===== src/rtl/lut_ctrl.sv =====
// Branch-target LUT sequencer: loads the target table from data memory after reset,
// then passes core read indices through and expands core writes into hi/lo LUT writes.
//
// state    | meaning
// ---------+------------------------------------------------
// I_REQ_HI | read hi byte of entry i from data memory
// I_WR_HI  | write returned hi byte into LUT entry i
// I_REQ_LO | read low byte of entry i from data memory
// I_WR_LO  | write returned low byte, advance to next entry
// READY    | core runs; read index passthrough, accept writes
// W_HI     | core write, hi part
// W_LO     | core write, low byte, ack to core
module lut_ctrl #(
    parameter int W = 10,
    parameter int A = 4,
    parameter logic [7:0] BASE = 8'hE0
) (
    input  logic         clk,
    input  logic         Reset,
    output logic         Mem_Rd,
    output logic [7:0]   Mem_Addr,
    input  logic [7:0]   Mem_Data,
    input  logic [A-1:0] Cpu_Imm,
    input  logic         Cpu_Wr_Req,
    input  logic [A-1:0] Cpu_Wr_Idx,
    input  logic [W-1:0] Cpu_Wr_Data,
    output logic         Cpu_Wr_Ack,
    output logic         Stall,
    output logic         Init_Done,
    output logic         Lut_Write_En,
    output logic         Lut_Load_Hi,
    output logic [A-1:0] Lut_Imm,
    output logic [7:0]   Lut_Acc
);

    typedef enum logic [2:0] {
        I_REQ_HI,
        I_WR_HI,
        I_REQ_LO,
        I_WR_LO,
        READY,
        W_HI,
        W_LO
    } state_t;

    state_t       state_q, state_d;
    logic [A:0]   cnt_q, cnt_d;
    logic         wr_pend_q, wr_pend_d;
    logic [A-1:0] wr_idx_q, wr_idx_d;
    logic [W-1:0] wr_data_q, wr_data_d;

    logic [A-1:0] ent_idx;
    logic [7:0]   hi_addr;

    assign ent_idx = cnt_q[A-1:0];
    // 8-bit add wraps naturally past 8'hFF
    assign hi_addr = BASE + 8'({ent_idx, 1'b0});

    always_ff @(posedge clk) begin
        if (Reset) begin
            state_q   <= I_REQ_HI;
            cnt_q     <= '0;
            wr_pend_q <= 1'b0;
            wr_idx_q  <= '0;
            wr_data_q <= '0;
        end else begin
            state_q   <= state_d;
            cnt_q     <= cnt_d;
            wr_pend_q <= wr_pend_d;
            wr_idx_q  <= wr_idx_d;
            wr_data_q <= wr_data_d;
        end
    end

    always_comb begin
        state_d      = state_q;
        cnt_d        = cnt_q;
        wr_pend_d    = wr_pend_q;
        wr_idx_d     = wr_idx_q;
        wr_data_d    = wr_data_q;
        Mem_Rd       = 1'b0;
        Mem_Addr     = 8'd0;
        Lut_Write_En = 1'b0;
        Lut_Load_Hi  = 1'b0;
        Lut_Imm      = ent_idx;
        Lut_Acc      = 8'd0;
        Cpu_Wr_Ack   = 1'b0;
        Stall        = 1'b1;
        Init_Done    = 1'b0;

        case (state_q)
            I_REQ_HI: begin
                Mem_Rd   = 1'b1;
                Mem_Addr = hi_addr;
                state_d  = I_WR_HI;
            end
            I_WR_HI: begin
                Lut_Write_En = 1'b1;
                Lut_Load_Hi  = 1'b1;
                Lut_Acc      = Mem_Data;
                state_d      = I_REQ_LO;
            end
            I_REQ_LO: begin
                Mem_Rd   = 1'b1;
                Mem_Addr = hi_addr + 8'd1;
                state_d  = I_WR_LO;
            end
            I_WR_LO: begin
                Lut_Write_En = 1'b1;
                Lut_Acc      = Mem_Data;
                cnt_d        = cnt_q + (A+1)'(1);
                state_d      = (ent_idx == '1) ? READY : I_REQ_HI;
            end
            READY: begin
                Stall     = 1'b0;
                Init_Done = 1'b1;
                Lut_Imm   = Cpu_Imm;
                if (Cpu_Wr_Req) begin
                    wr_pend_d = 1'b1;
                    wr_idx_d  = Cpu_Wr_Idx;
                    wr_data_d = Cpu_Wr_Data;
                    state_d   = W_HI;
                end
            end
            W_HI: begin
                Init_Done    = 1'b1;
                Lut_Write_En = 1'b1;
                Lut_Load_Hi  = 1'b1;
                Lut_Imm      = wr_idx_q;
                Lut_Acc      = 8'(wr_data_q[W-1:8]);
                state_d      = W_LO;
            end
            W_LO: begin
                Init_Done    = 1'b1;
                Lut_Write_En = 1'b1;
                Lut_Imm      = wr_idx_q;
                Lut_Acc      = wr_data_q[7:0];
                Cpu_Wr_Ack   = wr_pend_q;
                wr_pend_d    = 1'b0;
                state_d      = READY;
            end
            default: state_d = I_REQ_HI;
        endcase

        // Reset masks every side effect in the cycle it is asserted
        if (Reset) begin
            Mem_Rd       = 1'b0;
            Mem_Addr     = 8'd0;
            Lut_Write_En = 1'b0;
            Lut_Load_Hi  = 1'b0;
            Lut_Acc      = 8'd0;
            Cpu_Wr_Ack   = 1'b0;
            Stall        = 1'b1;
            Init_Done    = 1'b0;
        end
    end

endmodule


===== config.mk =====
export PLATFORM = sky130hd
export DESIGN_NAME = lut_ctrl
export DESIGN_NICKNAME = d
export VERILOG_FILES = /design/src/rtl/lut_ctrl.sv
export SDC_FILE = /design/constraint.sdc
export NUM_CORES = 1
export LEC_CHECK = 0
export ABC_AREA = 1
export ABC_CLOCK_PERIOD_IN_PS = 2200
export CAP_MARGIN = 10
export CORE_ASPECT_RATIO = 0.6
export CORE_MARGIN = 2
export CORE_UTILIZATION = 44
export CTS_BUF_LIST = sky130_fd_sc_hd__clkbuf_8
export CTS_CLUSTER_SIZE = 10
export DETAILED_ROUTE_END_ITERATION = 16
export PLACE_DENSITY = 0.86
export SETUP_SLACK_MARGIN = 0.05
export SLEW_MARGIN = 20
export SYNTH_ARGS = -nofsm -noshare
export SYNTH_HDL_FRONTEND = slang
export SYNTH_SLANG_ARGS = --single-unit

===== constraint.sdc =====
create_clock -name clk -period 2.2 [get_ports clk]
set_clock_uncertainty 0.15 [all_clocks]
set_input_delay 0.55 -clock clk [delete_from_list [all_inputs] [get_ports clk]]
set_output_delay 0.55 -clock clk [all_outputs]
set_load 0.005 [all_outputs]

### Word level (Yosys, flattened, before mapping)

Index checks and enable logic that the tools add are counted.

* flip-flop bits (word level): 23
* output and inout bits: 26

* $add $sub $neg: 3
* equality and inequality tests: 8
* mux-type cells: 22
* reduce and logical (&&, ||, !) cells: 10

Operator list (count)
* $pmux 8 s3: 1
* $pmux 3 s7: 1
* $mux 8: 2
* $pmux 8 s2: 1
* $mux 1: 13
* $eq 3x3->1 const B: 3
* $add 7x2->8 const B: 1
* $pmux 4 s2: 1
* $reduce_or 2->1: 4
* $add 6x6->7 const A: 1
* $eq 3x2->1 const B: 2
* $mux 3: 2
* $add 5x1->5 const B: 1
* $eq 4x4->1 const B: 1
* $reduce_and 2->1: 2
* $reduce_or 4->1: 1
* $eq 3x1->1 const B: 1
* $logic_not 3->1: 1
* $reduce_or 3->1: 1
* $ne 2x2->1 const B: 1
* $pmux 1 s2: 1
* $reduce_bool 2->1: 1

### Depth between registers and ports, before layout

Gate-level depths: netlist of the first run.

* depth after elaboration: 4
* mapped depth: 6

### Worst setup path after synthesis of the first run

OpenSTA, ideal clock, no wires.

* path type: input -> output
* start point: in Reset
* end point: out Lut_Write_En
* data arrival time: 1105 ps
* path slack: 395 ps
* cell stages on the path: 4
* path through: inv_1 > clkbuf_1 > o21ai_1 > inv_1

* cells in the longest elaborated chain, start to end: 1

RTL lines
* start: declaration: line 19 `input logic Reset,`
* $mux 1: line 146 `if (Reset) begin`
* end: declaration: line 30 `output logic Lut_Write_En,`

No other way between the ends.

### Worst setup path after layout of the first run

* start point: in Reset
* end point: out Mem_Addr[5]

* cells in the longest elaborated chain, start to end: 1

RTL lines
* $mux 8: line 146
* end: declaration: line 21 `output logic [7:0] Mem_Addr,`

No other way between the ends.

==> metrics.md, run 1 <==
| Metric | Value |
|---|---|
| FMAX | `471 MHz` |
| GRT overflow | `0` |
| Via count | `1580` |
| R2r setup slk | `0.74 ns` |
| Hold Path Sink | `wr_pend_q` |
| Global-route wire length before repair | `6100 um` |
| Die W | `74.2 um` |
| Outcome | `completed` |
| Layout cells sized above 1 | `20.8%` |
| Total core area | `0.00285 sq mm` |
| P_leak | `0.00106 uW` |
| Via density | `4.79` |
| First-pass DRT Iterations | `4` |
| Ports | `55` |
| Remaining antenna violation count after routing | `0` |
| CP arrival | `1.42 ns` |
| Critical path cell sequence | `clkdlybuf4s15_1 > inv_2 > buf_4 > nand2_4 > inv_2 > dlygate4sd2_1` |
| Final number of hold-violating endpoints | `0` |
| Dpl cells | `315` |
| Max FO, Critical Path | `7` |
| Clk slew on worst S/H paths | `0.08 ns` |
| Post-layout util | `74.3%` |
| Fin cells | `330` |
| Hold slack | `0.370 ns` |
| Most common cell after layout, fill and taps aside | `nand2_1` |
| Antenna violations before repair | `0` |
| Tot Pwr | `1070 uW` |
| CTS root buf | `clkbuf_8` |
| Gate Count Post-Synth | `215` |
| Drt wl/cell | `12.6 um` |
| Syn avg cell area | `6.06 sq um` |
| Post-synth ARST share | `0%` |
| Worst-Skew Late Latency | `0.26 ns` |
| Number of global-route vias before repair | `1353` |
| Max Slew Vio Count | `0` |
| Nets | `319` |
| Post-Syn Area | `0.00130 sq mm` |
| Period utilisation layout | `96.4%` |
| Post-synthesis sequential area ratio | `33.8%` |
| Most frequent cells in the layout | `63 x nand2_1, 41 x nor2_1, 27 x clkdlybuf4s50_1` |
| Slowest cell on the critical path | `dlygate4sd2_1` |
| Layout area overhead | `62.6%` |
| CTS tree | `yes` |
| Cts bufs inserted | `3` |
| Worst Reg-to-Reg Cells | `6` |
| YS warnings | `0` |
| Startpoint Class | `input port` |
| Hold Buf Count CTS | `0` |
| Post-Route Setup TNS | `0 ns` |
| EDFF count, synth | `0` |
| Relative slew slack | `84.9%` |
| Htree depth | `1` |
| Worst R2R Start | `state_q[1]` |
| DR DRC count | `0` |
| Port bufs | `54` |
| Site Rows | `15` |
| Primary FF master, synth | `dfxtp_1` |
| HPWL after detailed placement | `2760 um` |
| Initial Util | `45.7%` |
| Die footprint | `0.00343 sq mm` |
| Setup crit end kind | `primary output` |
| PD cells | `507 mW/mm^2` |
| Die Ht | `46.1 um` |
| Deepest clock path buffer count | `2` |
| MaxCap Viol Count | `0` |
| Final WL | `4170 um` |
| GPL Wtd Cong | `0.811` |
| Slowest stage delay, CP | `0.27 ns` |
| Pin count of the biggest net entering global routing | `27` |
| Initial DRC count | `97` |
| Kind of critical path | `input port to primary output` |
| Hold Path Depth | `2` |
| Gr usage total | `23.8%` |
| Most frequent cell on the critical path | `inv_2` |
| Setup violators final | `0` |
| Antenna fix cells | `0` |
| Netlist cell types | `21` |
| Seq cells post-synth | `22` |
| Critical Path RT | `1.50 ns` |
| Unrepaired setup endpoints after global routing | `yes` |
| Peak VDD IR | `0.000326 V` |
| Min-delay worst type | `flip-flop to flip-flop` |
| Hold Crit Start | `wr_pend_q` |
| Clock Sinks | `22` |
| Syn_nets | `245` |
| Minimum clock period | `2.12 ns` |
| Worst-Margin Slew | `0.225 ns` |
| Reg-to-reg endpoint | `wr_data_q[7]` |
==> routing by layer <==
metal,GRT usage [%],part of all wire [%]
met5,0,0
met4,5.36,0.82
met3,5.69,9.6
met2,39.1,45
met1,32.0,45
==> final cells by class <==
class | count | area [sq um]
clock buffer | 4 | 55.1
fill | 236 | 734
inverter | 29 | 114
multi-input combinational | 152 | 727
sequential | 22 | 449
tap | 42 | 52.6
timing repair buffer | 81 | 721
==> worst max-delay path, delay by kind of cell <==
| family | cells | cell delay (ns) |
|---|---|---|
| buf+inv | 5 | 0.77 |
| simple gates | 1 | 0.10 |
==> cell usage after synthesis, types with 2 or more instances <==
| cell type | number | share of area (%) |
|---|---|---|
| nand2_1 | 66 | 19 |
| dfxtp_1 | 22 | 34 |
| nand4_1 | 10 | 4.8 |
| clkbuf_1 | 3 | 0.86 |
| nor3_1 | 3 | 1.2 |
| buf_2 | 4 | 1.5 |
| a21oi_1 | 8 | 3.1 |
| nand3_1 | 9 | 3.5 |
| buf_4 | 4 | 2.3 |
| inv_1 | 28 | 8.1 |
| o21ai_0 | 3 | 1.2 |
| buf_6 | 2 | 1.7 |
| nor2_4 | 3 | 2.6 |
| nor2_1 | 43 | 12 |
==> through the flow <==
| step | cell area (sq um) | setup slack, ns |
|---|---|---|
| 2_1_floorplan | 1300 | 0.395 |
| 3_3_place_gp | 1950 | -0.363 |
| 3_5_place_dp | 1950 | -0.448 |
| 4_1_cts | 2070 | 0.0506 |
| 5_1_grt | 2120 | 0.0251 |
| 6_report | 2120 | 0.0791 |
==> registers in the layout (all words and copies together), names as in the netlist <==
name / flops
wr_data_q: 10
state_q: 3
wr_idx_q: 4
wr_pend_q: 1
cnt_q: 4
==> report_power, final <==
part | total [uW] | switching (uW) | internal (uW)
Sequential | 440 | 27.9 | 412
Combinational | 340 | 164 | 176
Clock | 293 | 134 | 160
==> cells by family (layout without fill, tap and decap cells) <==
group / Yosys count / in the layout / synth area share, %
adder cells (fa/ha/maj): 1 / 1 / 0.960
AND/OR/NAND/NOR: 136 / 137 / 44.7
AO/OA/AOI/OAI: 14 / 14 / 5.76
buffers and inverters: 42 / 114 / 14.8
flip-flops: 22 / 22 / 33.8
==> worst max-delay path by stage <==
stage | slack, ns | endpoint | depth (start not counted) | from
finish | 0.08 | Mem_Addr[5] | 6 | Reset
global route | 0.03 | Cpu_Wr_Ack | 5 | state_q[0]
CTS | 0.05 | Mem_Addr[4] | 5 | state_q[2]
detailed placement | -0.45 | Mem_Addr[4] | 5 | Reset
global placement | -0.36 | Mem_Addr[3] | 5 | Reset
floorplan | 0.39 | Lut_Write_En | 4 | Reset
==> repair_timing <==
item                       4_1_cts  5_1_grt
pin swaps                        1        4
cloned                           1        0
setup buffers                    6        4
resized for setup               48       26
setup endpoints to repair       26       22
Note: power is estimated with default switching activity, not from simulation.
==> inputs of run 2 (changes only) <==
--- a/config.mk
+++ b/config.mk
@@ -14,6 +14,7 @@
 export CTS_BUF_LIST = sky130_fd_sc_hd__clkbuf_8
 export CTS_CLUSTER_SIZE = 10
 export DETAILED_ROUTE_END_ITERATION = 16
+export GPL_TIMING_DRIVEN = 0
 export PLACE_DENSITY = 0.86
 export SETUP_SLACK_MARGIN = 0.05
 export SLEW_MARGIN = 20
==> metrics.md, run 2 (same netlist as run 1, synthesis figures left out) <==
| Metric | Value |
|---|---|
| Gr usage total | `23.6% (was 23.8%)` |
| Period utilisation layout | `97.7% (was 96.4%)` |
| Outcome | `completed (unchanged)` |
| Hold Buf Count CTS | `0 (unchanged)` |
| Via count | `1576 (was 1580)` |
| Relative slew slack | `67.0% (was 84.9%)` |
| GPL Wtd Cong | `0.797 (was 0.811)` |
| First-pass DRT Iterations | `4 (unchanged)` |
| P_leak | `0.00103 uW (was 0.00106 uW)` |
| Final number of hold-violating endpoints | `0 (unchanged)` |
| Most common cell after layout, fill and taps aside | `nand2_1 (unchanged)` |
| Port bufs | `54 (unchanged)` |
| Final WL | `3940 um (was 4170 um)` |
| Most flop-heavy register | `wr_data_q (unchanged)` |
| Min-delay worst type | `flip-flop to flip-flop (unchanged)` |
| Tot Pwr | `1040 uW (was 1070 uW)` |
| Htree depth | `1 (unchanged)` |
| Total core area | `0.00285 sq mm (unchanged)` |
| Number of global-route vias before repair | `1405 (was 1353)` |
| Largest regs | `wr_data_q x10, cnt_q x4, wr_idx_q x4 (unchanged)` |
| Drt wl/cell | `12.2 um (was 12.6 um)` |
| Setup violators final | `0 (unchanged)` |
| Remaining antenna violation count after routing | `0 (unchanged)` |
| Worst-Skew Late Latency | `0.26 ns (about the same)` |
| Setup crit end kind | `primary output (unchanged)` |
| Post-Route Setup TNS | `0 ns (unchanged)` |
| Die Ht | `46.1 um (unchanged)` |
| Layout area overhead | `57.3% (was 62.6%)` |
| Die footprint | `0.00343 sq mm (unchanged)` |
| Layout cells sized above 1 | `18.1% (was 20.8%)` |
| CTS tree | `yes (unchanged)` |
| Initial Util | `45.7% (unchanged)` |
| Site Rows | `15 (unchanged)` |
| PD cells | `506 mW/mm^2 (was 507 mW/mm^2)` |
| Minimum clock period | `2.15 ns (was 2.12 ns)` |
| Global-route wire length before repair | `6080 um (was 6100 um)` |
| CP arrival | `1.45 ns (was 1.42 ns)` |
| Max reg flops | `10 (unchanged)` |
| Startpoint Class | `flip-flop (was input port)` |
| Unrepaired setup endpoints after global routing | `yes (unchanged)` |
| Antenna violations before repair | `0 (unchanged)` |
| Worst-Margin Slew | `0.495 ns (was 0.225 ns)` |
| HPWL after detailed placement | `2700 um (was 2760 um)` |
| Most frequent cells in the layout | `64 x nand2_1, 41 x nor2_1, 27 x clkdlybuf4s50_1 (was 63 x nand2_1, 41 x nor2_1, 27 x clkdlybuf4s50_1)` |
| Initial DRC count | `134 (was 97)` |
| Via density | `4.86 (was 4.79)` |
| FMAX | `465 MHz (was 471 MHz)` |
| Max Slew Vio Count | `0 (unchanged)` |
| GRT overflow | `0 (unchanged)` |
| Antenna fix cells | `0 (unchanged)` |
| Ports | `55 (unchanged)` |
| Slowest stage delay, CP | `0.33 ns (was 0.27 ns)` |
| Deepest clock path buffer count | `2 (unchanged)` |
| Nets | `314 (was 319)` |
| Kind of critical path | `flip-flop to primary output (was input port to primary output)` |
| Critical path cell sequence | `buf_8 > nor2_4 > buf_4 > nand2_1 > a21oi_1 > dlygate4sd2_1 (was clkdlybuf4s15_1 > inv_2 > buf_4 > nand2_4 > inv_2 > dlygate4sd2_1)` |
| MaxCap Viol Count | `0 (unchanged)` |
| DR DRC count | `0 (unchanged)` |
| Cts bufs inserted | `3 (unchanged)` |
| Die W | `74.2 um (unchanged)` |
| Clock Sinks | `22 (unchanged)` |
| Max FO, Critical Path | `8 (was 7)` |
| Clk slew on worst S/H paths | `0.08 ns (about the same)` |
| CTS root buf | `clkbuf_8 (unchanged)` |
| Slowest cell on the critical path | `dfxtp_2 (was dlygate4sd2_1)` |
| Fillcell total | `244 (was 236)` |
| Pin count of the biggest net entering global routing | `12 (was 27)` |
| Critical Path RT | `1.50 ns (about the same)` |
| Peak VDD IR | `0.000304 V (was 0.000326 V)` |
run 2: changes by cell type in the layout (fill, tap and decap cells not counted), sizes merged:
cell,delta
dlygate4sd2,+3
nor2,-1
buf,-5
clkdlybuf4s15,-3
run 2: through the flow:
stage	hold WS (ns)	worst slack (ns)	utilization [%]	instances	area [sq um]
6_report	0.350	0.0497	71.8	324	2050
2_1_floorplan	0.294	0.395	-	215	1300
5_1_grt	0.369	-0.000661	71.8	324	2050
3_5_place_dp	0.338	-0.761	66.4	311	1900
4_1_cts	0.349	0.0549	72.1	324	2060
3_3_place_gp	0.303	-0.784	66.4	311	1900
run 2: cell type report:
class	count	area, sq um	area share [%]
tap	42	52.6	2.57
multi-input combinational	151	703	34.3
inverter	29	111	5.44
timing repair buffer	64	568	27.7
clock buffer	3	41.3	2.02
buffer	13	123	5.99
sequential	22	449	21.9
run 2: power breakdown:
part           internal, uW  switching, uW  leakage (uW)  total (uW)
clock network           122            129     0.0000216         251
logic                   184            160      0.000832         345
registers               414           25.3      0.000180         439
run 2: path summary, 6_finish.rpt:
path              startpoint      endpoint  slack (ns)  cells after the start
setup / recovery  state_q[2]    Lut_Acc[4]        0.05                      6
hold / removal     wr_pend_q     wr_pend_q        0.35                      2
setup reg to reg  state_q[1]  wr_data_q[5]        0.67                      8
hold reg to reg    wr_pend_q     wr_pend_q        0.35                      2
run 2: per-layer routing:
| metal | vias to the layer above | routed length [um] | global-route usage [%] |
|---|---|---|---|
| met5 | - | 0 | 0 |
| met4 | 0 | 19 | 4.64 |
| met3 | 6 | 498 | 7.44 |
| met2 | 85 | 1690 | 37.5 |
| met1 | 688 | 1730 | 32.0 |
| li1 | 797 | - | - |
run 2: repair_timing:
item                                    CTS  global route
cloned                                    0             0
pin swaps                                 2             0
endpoints found under the setup margin   26            10
gates resized for setup                  58            13
setup buffers                            10             0
run 2: critical path: cells and delay by family (launching register included):
kind | cells | cell delay (ns)
AOI/OAI and AO/OA | 1 | 0.12
buffers and inverters | 3 | 0.54
DFF | 1 | 0.33
and+or+nand+nor | 2 | 0.18
==> inputs of run 3 (changes only) <==
--- a/config.mk
+++ b/config.mk
@@ -9,7 +9,6 @@
 export ABC_CLOCK_PERIOD_IN_PS = 2200
 export CAP_MARGIN = 10
 export CORE_ASPECT_RATIO = 0.6
-export CORE_MARGIN = 2
 export CORE_UTILIZATION = 44
 export CTS_BUF_LIST = sky130_fd_sc_hd__clkbuf_8
 export CTS_CLUSTER_SIZE = 10
@@ -21,3 +20,4 @@
 export SYNTH_ARGS = -nofsm -noshare
 export SYNTH_HDL_FRONTEND = slang
 export SYNTH_SLANG_ARGS = --single-unit
+export TNS_END_PERCENT = 1
==> constraint.sdc (replaced) <==
create_clock -name clk -period 2.2 [get_ports clk]
set_clock_uncertainty 0.15 [all_clocks]
set_input_delay 0.55 -clock clk [delete_from_list [all_inputs] [get_ports clk]]
set_output_delay 0.55 -clock clk [all_outputs]
set_load 0.1 [all_outputs]
==> metrics.md, run 3 <==
| Metric | Value |
|---|---|
| Deepest clock path buffer count | `2 (unchanged)` |
| Synth area leaders | `dfxtp_1 34%, nand2_1 19%, nor2_1 12% (unchanged)` |
| Port bufs | `54 (unchanged)` |
| Cts bufs inserted | `3 (unchanged)` |
| Initial Util | `49.2% (was 45.7%)` |
| Syn_nets | `245 (unchanged)` |
| HPWL after detailed placement | `2750 um (was 2700 um)` |
| Syn avg cell area | `6.06 sq um (unchanged)` |
| Post-Syn Area | `0.00130 sq mm (unchanged)` |
| Post-synthesis adder-cell area fraction | `0.961% (unchanged)` |
| Worst setup endpoint GRT | `Lut_Acc[2]` |
| Clock Sinks | `22 (unchanged)` |
| Gate Count Post-Synth | `215 (unchanged)` |
| Top post-synthesis cells by count | `66 x nand2_1, 43 x nor2_1, 28 x inv_1 (unchanged)` |
| Netlist cell types | `21 (unchanged)` |
| Post-synthesis compound-gate area fraction | `5.76% (unchanged)` |
| Site Rows | `14 (was 15)` |
| Outcome | `did not finish (was completed)` |
| WEP type | `output port` |
| Pin count of the biggest net entering global routing | `14` |
| Ports | `55 (unchanged)` |
| Failed at | `global routing` |
| Die Ht | `44.1 um (was 46.1 um)` |
| Seq cells post-synth | `22 (unchanged)` |
| Most frequent cell after synthesis | `nand2_1 (unchanged)` |
| Primary FF master, synth | `dfxtp_1 (unchanged)` |
| Htree depth | `1 (unchanged)` |
| Xor/xnor share of the synthesized area | `0% (unchanged)` |
| Leading area contributor after synthesis | `dfxtp_1 (unchanged)` |
| Simple-gate portion of the synthesized area | `44.7% (unchanged)` |
| Post-synthesis sequential area ratio | `33.8% (unchanged)` |
| Yosys top cell area share | `33.8% (unchanged)` |
| Largest family of logic cells by synthesized area | `simple AND/OR/NAND/NOR gates (unchanged)` |
| EDFF count, synth | `0 (unchanged)` |
| Mux cell area share after synthesis | `0% (unchanged)` |
| CTS root buf | `clkbuf_8 (unchanged)` |
| Die W | `72.2 um (was 74.2 um)` |
| GPL Wtd Cong | `0.862 (was 0.797)` |
| YS warnings | `0 (unchanged)` |
| Stop Error | `[ERROR DPL-0038] Utilization greater than 100%, impossible to legalize` |
| Post-synth ARST share | `0% (unchanged)` |
==> run 3: cell counts after synthesis <==
No cell type changed its count.
==> run 3: what timing repair did <==
item / CTS
pin swaps: 2
setup buffers: 5
gates resized for setup: 215
hold buffers: 0
endpoints found under the setup margin: 26
==> run 3: per-stage QoR <==
stage	util (%)	hold slack, ns	instances	cell area [sq um]	setup WS [ns]
floorplan	-	0.329	215	1470	-0.157
global placement	77.9	0.351	309	2060	-1.56
detailed placement	77.9	0.354	309	2060	-1.57
CTS	87.7	0.370	318	2320	0.0214
==> run 3: kinds of logic after synthesis <==
logic type      Yosys count
flops                    22
buf+inv                  42
fa+ha+maj                 1
simple gates            136
compound gates           14
==> inputs of run 4 (changes only) <==
--- a/config.mk
+++ b/config.mk
@@ -8,14 +8,10 @@
 export ABC_AREA = 1
 export ABC_CLOCK_PERIOD_IN_PS = 2200
 export CAP_MARGIN = 10
-export CORE_ASPECT_RATIO = 0.6
-export CORE_UTILIZATION = 44
-export CTS_BUF_LIST = sky130_fd_sc_hd__clkbuf_8
-export CTS_CLUSTER_SIZE = 10
+export CORE_UTILIZATION = 29
 export DETAILED_ROUTE_END_ITERATION = 16
 export GPL_TIMING_DRIVEN = 0
-export PLACE_DENSITY = 0.86
-export SETUP_SLACK_MARGIN = 0.05
+export PLACE_DENSITY_LB_ADDON = 0.15
 export SLEW_MARGIN = 20
 export SYNTH_ARGS = -nofsm -noshare
 export SYNTH_HDL_FRONTEND = slang
==> metrics.md, run 4 (same netlist as run 1, synthesis figures left out) <==
| Metric | Value |
|---|---|
| Outcome | `completed (was did not finish)` |
| Clock Sinks | `22 (unchanged)` |
| Min-delay worst type | `flip-flop to flip-flop` |
| Reg power frac | `30.7%` |
| HPWL after detailed placement | `2590 um (was 2750 um)` |
| Hold Crit Start | `wr_idx_q[2]` |
| Deepest clock path buffer count | `2 (unchanged)` |
| Critical Path RT | `1.50 ns` |
| Peak VDD IR | `0.000346 V` |
| Slowest stage delay, CP | `0.32 ns` |
| Startpoint Class | `flip-flop` |
| MaxCap Viol Count | `0` |
| Comb pwr share | `48.9%` |
| Global-route wire length before repair | `6200 um` |
| Hold Path Depth | `4` |
| Max reg flops | `10` |
| Final number of hold-violating endpoints | `0` |
| GPL Wtd Cong | `0.816 (was 0.862)` |
| GRT met3 Usage | `4.24%` |
| Clk slew on worst S/H paths | `0.08 ns` |
| First-pass DRT Iterations | `4` |
| Worst R2R Start | `state_q[1]` |
| Switching power share of the total | `41.5%` |
| Most common cell after layout, fill and taps aside | `nand2_1` |
| Hold Path Sink | `wr_idx_q[2]` |
| Relative slew slack | `64.3%` |
| Dpl cells | `321 (was 309)` |
| Number of global-route vias before repair | `1342` |
| Pin count of the biggest net entering global routing | `13` |
| Max FO, Critical Path | `8` |
| Drt wl/cell | `11.1 um` |
| Max Slew Vio Count | `0` |
| GRT Max-Usage Layer | `met2` |
| Period utilisation layout | `98.6%` |
| Gr usage total | `15.8%` |
| Nets | `309` |
| Layout cells sized above 1 | `29.5%` |
| CTS root buf | `clkbuf_8 (unchanged)` |
| WP buf/inv | `4` |
| Die Ht | `69.0 um (was 44.1 um)` |
| Ports | `55 (unchanged)` |
| Kind of critical path | `flip-flop to primary output` |
| Minimum clock period | `2.17 ns` |
| R2r setup slk | `0.68 ns` |
| Antenna fix cells | `0` |
| Fin cells | `330` |
| Reg-to-reg endpoint | `wr_data_q[8]` |
| FMAX | `461 MHz` |
| Most flop-heavy register | `wr_data_q` |
| Clock Power Share | `20.4%` |
| Largest regs | `wr_data_q x10, cnt_q x4, wr_idx_q x4` |
| Final WL | `3670 um` |
| Crit-path leading delay family | `buffers and inverters` |
| Port bufs | `54 (unchanged)` |
| Die W | `69.0 um (was 72.2 um)` |
| Via count | `1459` |
| Antenna violations before repair | `0` |
| Initial Util | `30.1% (was 49.2%)` |
| Layout area overhead | `76.3%` |
| Post-Route Setup TNS | `0 ns` |
| Post-route cell area | `0.00230 sq mm` |
| Post-layout util | `53.1%` |
| Unrepaired setup endpoints after global routing | `yes` |
| GRT overflow | `0` |
| Die footprint | `0.00476 sq mm` |
| CP arrival | `1.47 ns` |
| Met2 Use GR | `26.6%` |
| Worst Reg-to-Reg Cells | `7` |
| Worst-Skew Late Latency | `0.26 ns` |
| Total core area | `0.00432 sq mm` |
| Critical path cell sequence | `buf_6 > nor2_4 > nand2_8 > clkinvlp_4 > buf_12 > buf_8` |
| Via density | `4.42` |
| Setup crit end kind | `primary output` |
| Cts bufs inserted | `3 (unchanged)` |
| Slowest cell on the critical path | `dfxtp_1` |
| DR DRC count | `0` |
| Initial DRC count | `65` |
| PD cells | `621 mW/mm^2` |
| Htree depth | `1 (unchanged)` |
| CTS tree | `yes` |
| Int Pwr | `833 uW` |
| Worst-Margin Slew | `0.536 ns` |
| P_leak | `0.00103 uW` |
| Post-Place Cell Area | `0.00201 sq mm (was 0.00206 sq mm)` |
| Remaining antenna violation count after routing | `0` |
| Most frequent cells in the layout | `63 x nand2_1, 35 x nor2_1, 27 x clkdlybuf4s50_1` |
| M1 GR Usage | `20.2%` |
| Setup violators final | `0` |
| Switch Pwr | `592 uW` |
| Site Rows | `24 (was 14)` |
==> run 4: layer usage <==
layer	wire length (um)	vias to the layer above
met3	133	2
met4	17	0
li1	-	783
met1	1720	645
met5	0	-
met2	1800	29
==> run 4: final cells by class <==
| type | instances | area, sq um |
|---|---|---|
| inverter | 29 | 115 |
| timing repair buffer | 59 | 688 |
| buffer | 13 | 151 |
| clock buffer | 4 | 55.1 |
| tap | 52 | 65.1 |
| fill | 449 | 2030 |
| multi-input combinational | 151 | 776 |
| sequential | 22 | 445 |
==> run 4: power groups by stage <==
| stage | Clock, uW | Combinational (uW) | Sequential, uW |
|---|---|---|---|
| 2_1_floorplan | 0 | 428 | 436 |
| 3_3_place_gp | 0 | 572 | 441 |
| 3_5_place_dp | 0 | 573 | 441 |
| 4_1_cts | 301 | 626 | 434 |
| 5_1_grt | 324 | 728 | 441 |
| 6_report | 291 | 696 | 438 |
==> run 4: worst min-delay path, cell delays in order, from the launching register on <==
cell and delay [ns]:
dfxtp_1 0.31, inv_1 0.05, nand2_1 0.04, nand2_1 0.05, nor2_1 0.03
==> run 4: worst max path at each step <==
| stage | startpoint | endpoint | depth (start not counted) |
|---|---|---|---|
| 2_1_floorplan | Reset | Lut_Acc[2] | 2 |
| 3_3_place_gp | Reset | Lut_Write_En | 6 |
| 3_5_place_dp | Reset | Lut_Write_En | 6 |
| 4_1_cts | state_q[2] | Lut_Acc[7] | 5 |
| 5_1_grt | state_q[2] | Mem_Addr[7] | 6 |
| 6_report | state_q[2] | Mem_Addr[7] | 6 |
==> run 4: metrics by stage <==
stage | power, uW | hold slack [ns] | setup slack, ns
finish | 1420 | 0.364 | 0.0304
global route | 1490 | 0.379 | -0.0313
CTS | 1360 | 0.368 | -0.0496
detailed placement | 1010 | 0.352 | -1.47
global placement | 1010 | 0.351 | -1.50
floorplan | 864 | 0.329 | -0.241
==> run 4: timing repair <==
item,in CTS,in global routing
pin swaps,6,7
hold buffers,0,0
gates resized for setup,210,27
endpoints found under the setup margin,26,23
setup buffers,0,5
